<file path="src/rtl/lc_isolation_sequencer.sv">
// Sequenced isolation gate between a power-gated layer controller and the always-on domain.
// It drains in-flight request/ack handshakes, then clamps the outputs and holds them isolated for a settle window on release.
module lc_isolation_sequencer #(
  parameter int unsigned DATA_W        = 64,
  parameter int unsigned REQ_W         = 4,
  parameter int unsigned HOLD_MODE     = 0,
  parameter int unsigned DRAIN_TIMEOUT = 255,
  parameter int unsigned SETTLE_CYCLES = 4
) (
  input  logic              CLK,
  input  logic              RESETn,
  input  logic              ISO_REQ,
  input  logic [DATA_W-1:0] BUNDLE_IN,
  input  logic [REQ_W-1:0]  REQ_IN,
  input  logic [REQ_W-1:0]  ACK_IN,
  output logic [DATA_W-1:0] BUNDLE_OUT,
  output logic [REQ_W-1:0]  REQ_OUT,
  output logic              ISO_ACK,
  output logic              DRAIN_TO
);

  localparam int unsigned CNT_MAX = (DRAIN_TIMEOUT > SETTLE_CYCLES) ? DRAIN_TIMEOUT : SETTLE_CYCLES;
  localparam int unsigned CNT_W   = $clog2(CNT_MAX + 1);
  localparam logic [CNT_W-1:0] DRAIN_LAST  = CNT_W'(DRAIN_TIMEOUT - 1);
  localparam logic [CNT_W-1:0] SETTLE_LAST = CNT_W'((SETTLE_CYCLES == 0) ? 0 : SETTLE_CYCLES - 1);
  localparam logic [CNT_W-1:0] CNT_SAT     = {CNT_W{1'b1}};
  localparam logic             HOLD_EN     = (HOLD_MODE != 0);
  localparam logic             SETTLE_EN   = (SETTLE_CYCLES != 0);

  typedef enum logic [1:0] {
    S_RUN    = 2'd0,
    S_DRAIN  = 2'd1,
    S_ISO    = 2'd2,
    S_SETTLE = 2'd3
  } state_t;

  state_t             r_state;
  state_t             w_state_nxt;
  logic [REQ_W-1:0]   r_pending;
  logic [REQ_W-1:0]   w_pending_nxt;
  logic [CNT_W-1:0]   r_cnt;
  logic [CNT_W-1:0]   w_cnt_nxt;
  logic [DATA_W-1:0]  r_snapshot;
  logic [DATA_W-1:0]  w_snapshot_nxt;
  logic               r_drain_to;
  logic               w_drain_to_nxt;

  logic [REQ_W-1:0]   w_pend_drain;
  logic [CNT_W-1:0]   w_cnt_inc;
  logic [DATA_W-1:0]  w_iso_bundle;

  // A pending line retires on its ack or when the requester withdraws it.
  assign w_pend_drain = r_pending & REQ_IN & ~ACK_IN;
  assign w_cnt_inc    = (r_cnt == CNT_SAT) ? r_cnt : r_cnt + CNT_W'(1);
  assign w_iso_bundle = HOLD_EN ? r_snapshot : '0;

  // State and datapath registers; reset lands in ISO with a zero snapshot.
  always_ff @(posedge CLK or negedge RESETn) begin
    if (!RESETn) begin
      r_state    <= S_ISO;
      r_pending  <= '0;
      r_cnt      <= '0;
      r_snapshot <= '0;
      r_drain_to <= 1'b0;
    end else begin
      r_state    <= w_state_nxt;
      r_pending  <= w_pending_nxt;
      r_cnt      <= w_cnt_nxt;
      r_snapshot <= w_snapshot_nxt;
      r_drain_to <= w_drain_to_nxt;
    end
  end

  // Next-state and datapath update.
  always_comb begin
    w_state_nxt    = r_state;
    w_pending_nxt  = r_pending;
    w_cnt_nxt      = r_cnt;
    w_snapshot_nxt = r_snapshot;
    w_drain_to_nxt = r_drain_to;
    case (r_state)
      S_RUN: begin
        if (ISO_REQ) begin
          w_state_nxt    = S_DRAIN;
          w_pending_nxt  = REQ_IN;
          w_cnt_nxt      = '0;
          w_drain_to_nxt = 1'b0;
        end
      end
      S_DRAIN: begin
        if (!ISO_REQ) begin
          w_state_nxt   = S_RUN;
          w_pending_nxt = '0;
          w_cnt_nxt     = '0;
        end else if (w_pend_drain == '0) begin
          // Clean drain takes priority over a coincident timeout.
          w_state_nxt   = S_ISO;
          w_pending_nxt = '0;
          w_cnt_nxt     = '0;
          if (HOLD_EN) begin
            w_snapshot_nxt = BUNDLE_IN;
          end
        end else if (r_cnt >= DRAIN_LAST) begin
          w_state_nxt    = S_ISO;
          w_pending_nxt  = '0;
          w_cnt_nxt      = '0;
          w_drain_to_nxt = 1'b1;
          if (HOLD_EN) begin
            w_snapshot_nxt = BUNDLE_IN;
          end
        end else begin
          w_pending_nxt = w_pend_drain;
          w_cnt_nxt     = w_cnt_inc;
        end
      end
      S_ISO: begin
        if (!ISO_REQ) begin
          w_state_nxt = SETTLE_EN ? S_SETTLE : S_RUN;
          w_cnt_nxt   = '0;
        end
      end
      S_SETTLE: begin
        if (ISO_REQ) begin
          w_state_nxt = S_ISO;
          w_cnt_nxt   = '0;
        end else if (r_cnt >= SETTLE_LAST) begin
          w_state_nxt = S_RUN;
          w_cnt_nxt   = '0;
        end else begin
          w_cnt_nxt = w_cnt_inc;
        end
      end
      default: begin
        w_state_nxt = S_ISO;
      end
    endcase
  end

  // Output gating; passthrough is combinational so RUN adds no latency.
  always_comb begin
    BUNDLE_OUT = '0;
    REQ_OUT    = '0;
    ISO_ACK    = 1'b1;
    case (r_state)
      S_RUN: begin
        BUNDLE_OUT = BUNDLE_IN;
        REQ_OUT    = REQ_IN;
        ISO_ACK    = 1'b0;
      end
      S_DRAIN: begin
        BUNDLE_OUT = BUNDLE_IN;
        REQ_OUT    = REQ_IN & r_pending;
        ISO_ACK    = 1'b0;
      end
      default: begin
        BUNDLE_OUT = w_iso_bundle;
        REQ_OUT    = '0;
        ISO_ACK    = 1'b1;
      end
    endcase
  end

  assign DRAIN_TO = r_drain_to;

endmodule

</file>
<file path="config.mk">
export PLATFORM = sky130hd
export DESIGN_NAME = lc_isolation_sequencer
export DESIGN_NICKNAME = d
export VERILOG_FILES = /design/src/rtl/lc_isolation_sequencer.sv
export SDC_FILE = /design/constraint.sdc
export NUM_CORES = 1
export LEC_CHECK = 0
export CORE_MARGIN = 10
export CORE_UTILIZATION = 32
export CTS_CLUSTER_DIAMETER = 30
export DETAILED_ROUTE_END_ITERATION = 6
export HOLD_SLACK_MARGIN = 0.1
export MAX_ROUTING_LAYER = met4
export PLACE_DENSITY = 0.88
export REMOVE_ABC_BUFFERS = 1
export SLEW_MARGIN = 20
export SYNTH_ARGS = -nofsm -noshare
export SYNTH_HDL_FRONTEND = slang
export SYNTH_SLANG_ARGS = --single-unit
</file>
<file path="constraint.sdc">
create_clock -name CLK -period 3.65 [get_ports CLK]
set_clock_uncertainty 0.1 [all_clocks]
set_input_delay 0.5475 -clock CLK [delete_from_list [all_inputs] [get_ports CLK]]
set_output_delay 0.5475 -clock CLK [all_outputs]
set_load 0.1 [all_outputs]
</file>
==> results_dict.tcl <==
set metrics [dict create \
    via_count 1750 \
    numPortBuffers 144 \
    ctsRootBufferMaster "clkbuf_8" \
    path_buf_inv 2 \
    cts_buffer_depth 2 \
    antenna_found_initial 0 \
    die_area_um2 7462 \
    cts.repair.resized 0 \
    cts_tree "yes" \
    syn_to_final_growth_pct 95.83 \
    drtIter0Drc 68 \
    use_met2 0.3054 \
    cts_hold_buffers 0 \
    worst-path-max-fanout 48 \
    ys_types 41 \
    status "complete, no violations" \
    worst_slack_ns 0.9782 \
    rsz0062_at_grt "false" \
    netlist_area_um2 1410 \
    setup_violations 0 \
    met1_usage 0.1848 \
    critPathKind "reg -> out" \
    clkTransAtPathRegs_ns 0.06 \
    rows 24 \
    start_util 0.3261 \
    crit_family "flip-flops" \
    netlist_instances 176 \
    grt_pass1_vias 1575 \
    post-cts-setup-buffers 0 \
    die_x_um 86.38 \
    ys_ff_latch 15 \
    routedWlPerCell_um 18.39 \
    gp_congestion 0.8678 \
    grt_max_degree 49 \
    overflow 0 \
    post-route-min-period_ns 2.672 \
    worstMarginPinSlew_ns 0.9761 \
    slew_headroom 0.3473 \
    drt_pre_antenna_iters 4 \
    crit_arrival_ns 2.02 \
    wl_mm 6.767 \
    crit_path_start_kind "register" \
    whs_ns 0.4218 \
    layout_commonest_cell "clkdlybuf4s50_1" \
    grt-busiest-layer "met2" \
    hpwl_mm 5.827 \
    coreArea_um2 4324 \
    track_usage 0.1730 \
    max_cap_viol_count 0 \
    ioPinCount 145 \
    cts.sinks 15 \
    grt_util_met3 0.04972 \
    grt_pass1_wl_mm 9.880 \
    syn_avg_cell_area_um2 8.012 \
    clock_latency_ns 0.26 \
    via_per_inst 4.755 \
    cp_data_required_time_ns 3.00 \
    period_share 0.7320 \
    numCtsBuffers 3 \
    yosys_warnings 0 \
    fp.dieH_um 86.38 \
    drt_drc_violations_left 0 \
    layout.nets 394 \
    fmax_mhz 374.3 \
    final_cell_mix "75 x clkdlybuf4s50_1, 70 x buf_4, 64 x nor2b_1, 14 x dfrtp_1, 12 x o21ai_0" \
    slowest_delay_ns 1.06 \
    finalHoldViolCount 0 \
    num_antenna_cells 0 \
    hold_class "reg -> reg" \
    fill_cells 379 \
    critical-path-slowest-cell "dfstp_2" \
    place_ws_ns 1.255 \
    drive_gt1_frac 0.2753 \
    htreeDepth 1 \
    detail-route-antenna-nets 0 \
    drv_slew 0 \
    fin_tns_setup_ns 0 \
    path_cells "inv_1 > and3_1 > buf_4" \
    worstSetupEndpointType "output port" \
    ys_seq_area_frac 0.2671 \
]
==> synthesized netlist by cell type <==
| cell | number | share of area |
|---|---|---|
| nand2b_1 | 4 | 0.018 |
| and2b_1 | 1 | 0.0053 |
| ha_1 | 2 | 0.018 |
| nor3b_1 | 2 | 0.011 |
| and4_1 | 2 | 0.012 |
| o211ai_1 | 2 | 0.011 |
| nand3_1 | 1 | 0.0035 |
| nor2b_1 | 64 | 0.28 |
| nand4_2 | 2 | 0.018 |
| a22oi_1 | 2 | 0.011 |
| clkbuf_2 | 1 | 0.0035 |
| o22ai_1 | 1 | 0.0044 |
| clkbuf_1 | 8 | 0.021 |
| and4_2 | 1 | 0.0071 |
| o21a_1 | 1 | 0.0053 |
| a22o_2 | 1 | 0.0071 |
| a311oi_2 | 1 | 0.011 |
| o21a_2 | 1 | 0.0062 |
| nor4_2 | 1 | 0.0089 |
| o21ai_1 | 2 | 0.0071 |
| xnor2_1 | 1 | 0.0062 |
| dfrtp_1 | 14 | 0.25 |
| nor2_1 | 4 | 0.011 |
| o211ai_4 | 1 | 0.015 |
| inv_1 | 6 | 0.016 |
| nor2b_4 | 1 | 0.0098 |
| a22o_1 | 1 | 0.0062 |
| dfstp_2 | 1 | 0.019 |
| a21oi_1 | 6 | 0.021 |
| and3_1 | 5 | 0.022 |
| a31o_1 | 1 | 0.0062 |
| nand2_1 | 11 | 0.029 |
| and4bb_2 | 1 | 0.0089 |
| nand4_1 | 2 | 0.0089 |
| a21oi_2 | 1 | 0.0062 |
| nand3b_1 | 4 | 0.021 |
| a41oi_1 | 1 | 0.0062 |
| o221ai_1 | 1 | 0.0062 |
| or2b_2 | 1 | 0.0062 |
| o21ai_4 | 1 | 0.012 |
| o21ai_0 | 12 | 0.043 |
==> stage by stage <==
step / cell area, um^2 / util / cells
2_1_floorplan: 1375 / - / 167
3_3_place_gp: 2716 / 0.6282 / 364
3_5_place_dp: 2716 / 0.6282 / 364
4_1_cts: 2761 / 0.6386 / 368
5_1_grt: 2761 / 0.6386 / 368
6_report: 2761 / 0.6386 / 368
==> final timing paths <==
path | cells after the start | slack (ns) | start | to
worst max-delay path | 3 | 0.98 | register | REQ_OUT[3]
worst max register to register | 5 | 1.33 | register | r_pending[3]
min in group asynchronous | 1 | 0.60 | RESETn | r_state[0]
max in group asynchronous | 1 | 2.42 | RESETn | r_pending[1]
worst min-delay path | 2 | 0.42 | DRAIN_TO | DRAIN_TO
worst min register to register | 2 | 0.42 | DRAIN_TO | DRAIN_TO
==> per-layer routing <==
layer / vias to the layer above / wire, um
li1: 880 / -
met1: 787 / 2546
met2: 78 / 3568
met3: 5 / 581
met4: 0 / 70
met5: - / 0
==> cell families (layout without fill, tap and decap cells) <==
logic type	count (synthesis)	count (layout)	share of synthesized area
DFF	15	15	0.2671
adders and majority gates	2	2	0.01774
xor gates and xnor gates	1	1	0.006212
buffers and inverters	15	155	0.04081
AOI/OAI and AO/OA	36	36	0.1837
and+or+nand+nor	107	107	0.4845
==> flip-flops by register name (all words and copies together), names as in the netlist, named ones only <==
signal     cells
DRAIN_TO       1
r_cnt          8
r_pending      4
r_state        1
==> worst min-delay path: cells and delay by family, from the launching register on <==
kind / cells / cell delay [ns]
compound gates: 1 / 0.05
flops: 1 / 0.35
simple gates: 1 / 0.08
==> layout make-up <==
class,count,area (um^2),share of cell area
Timing Repair Buffer,145,1276,0.4622
Multi-Input combinational cell,146,975.9,0.3534
Sequential cell,15,376.6,0.1364
Tap cell,52,65.06,0.02356
Clock buffer,4,45.04,0.01631
Inverter,6,22.52,0.008156
Power is left out: the tool's default activity adds up to more than one toggle a clock period on the data nets, which glitch-free logic cannot reach.
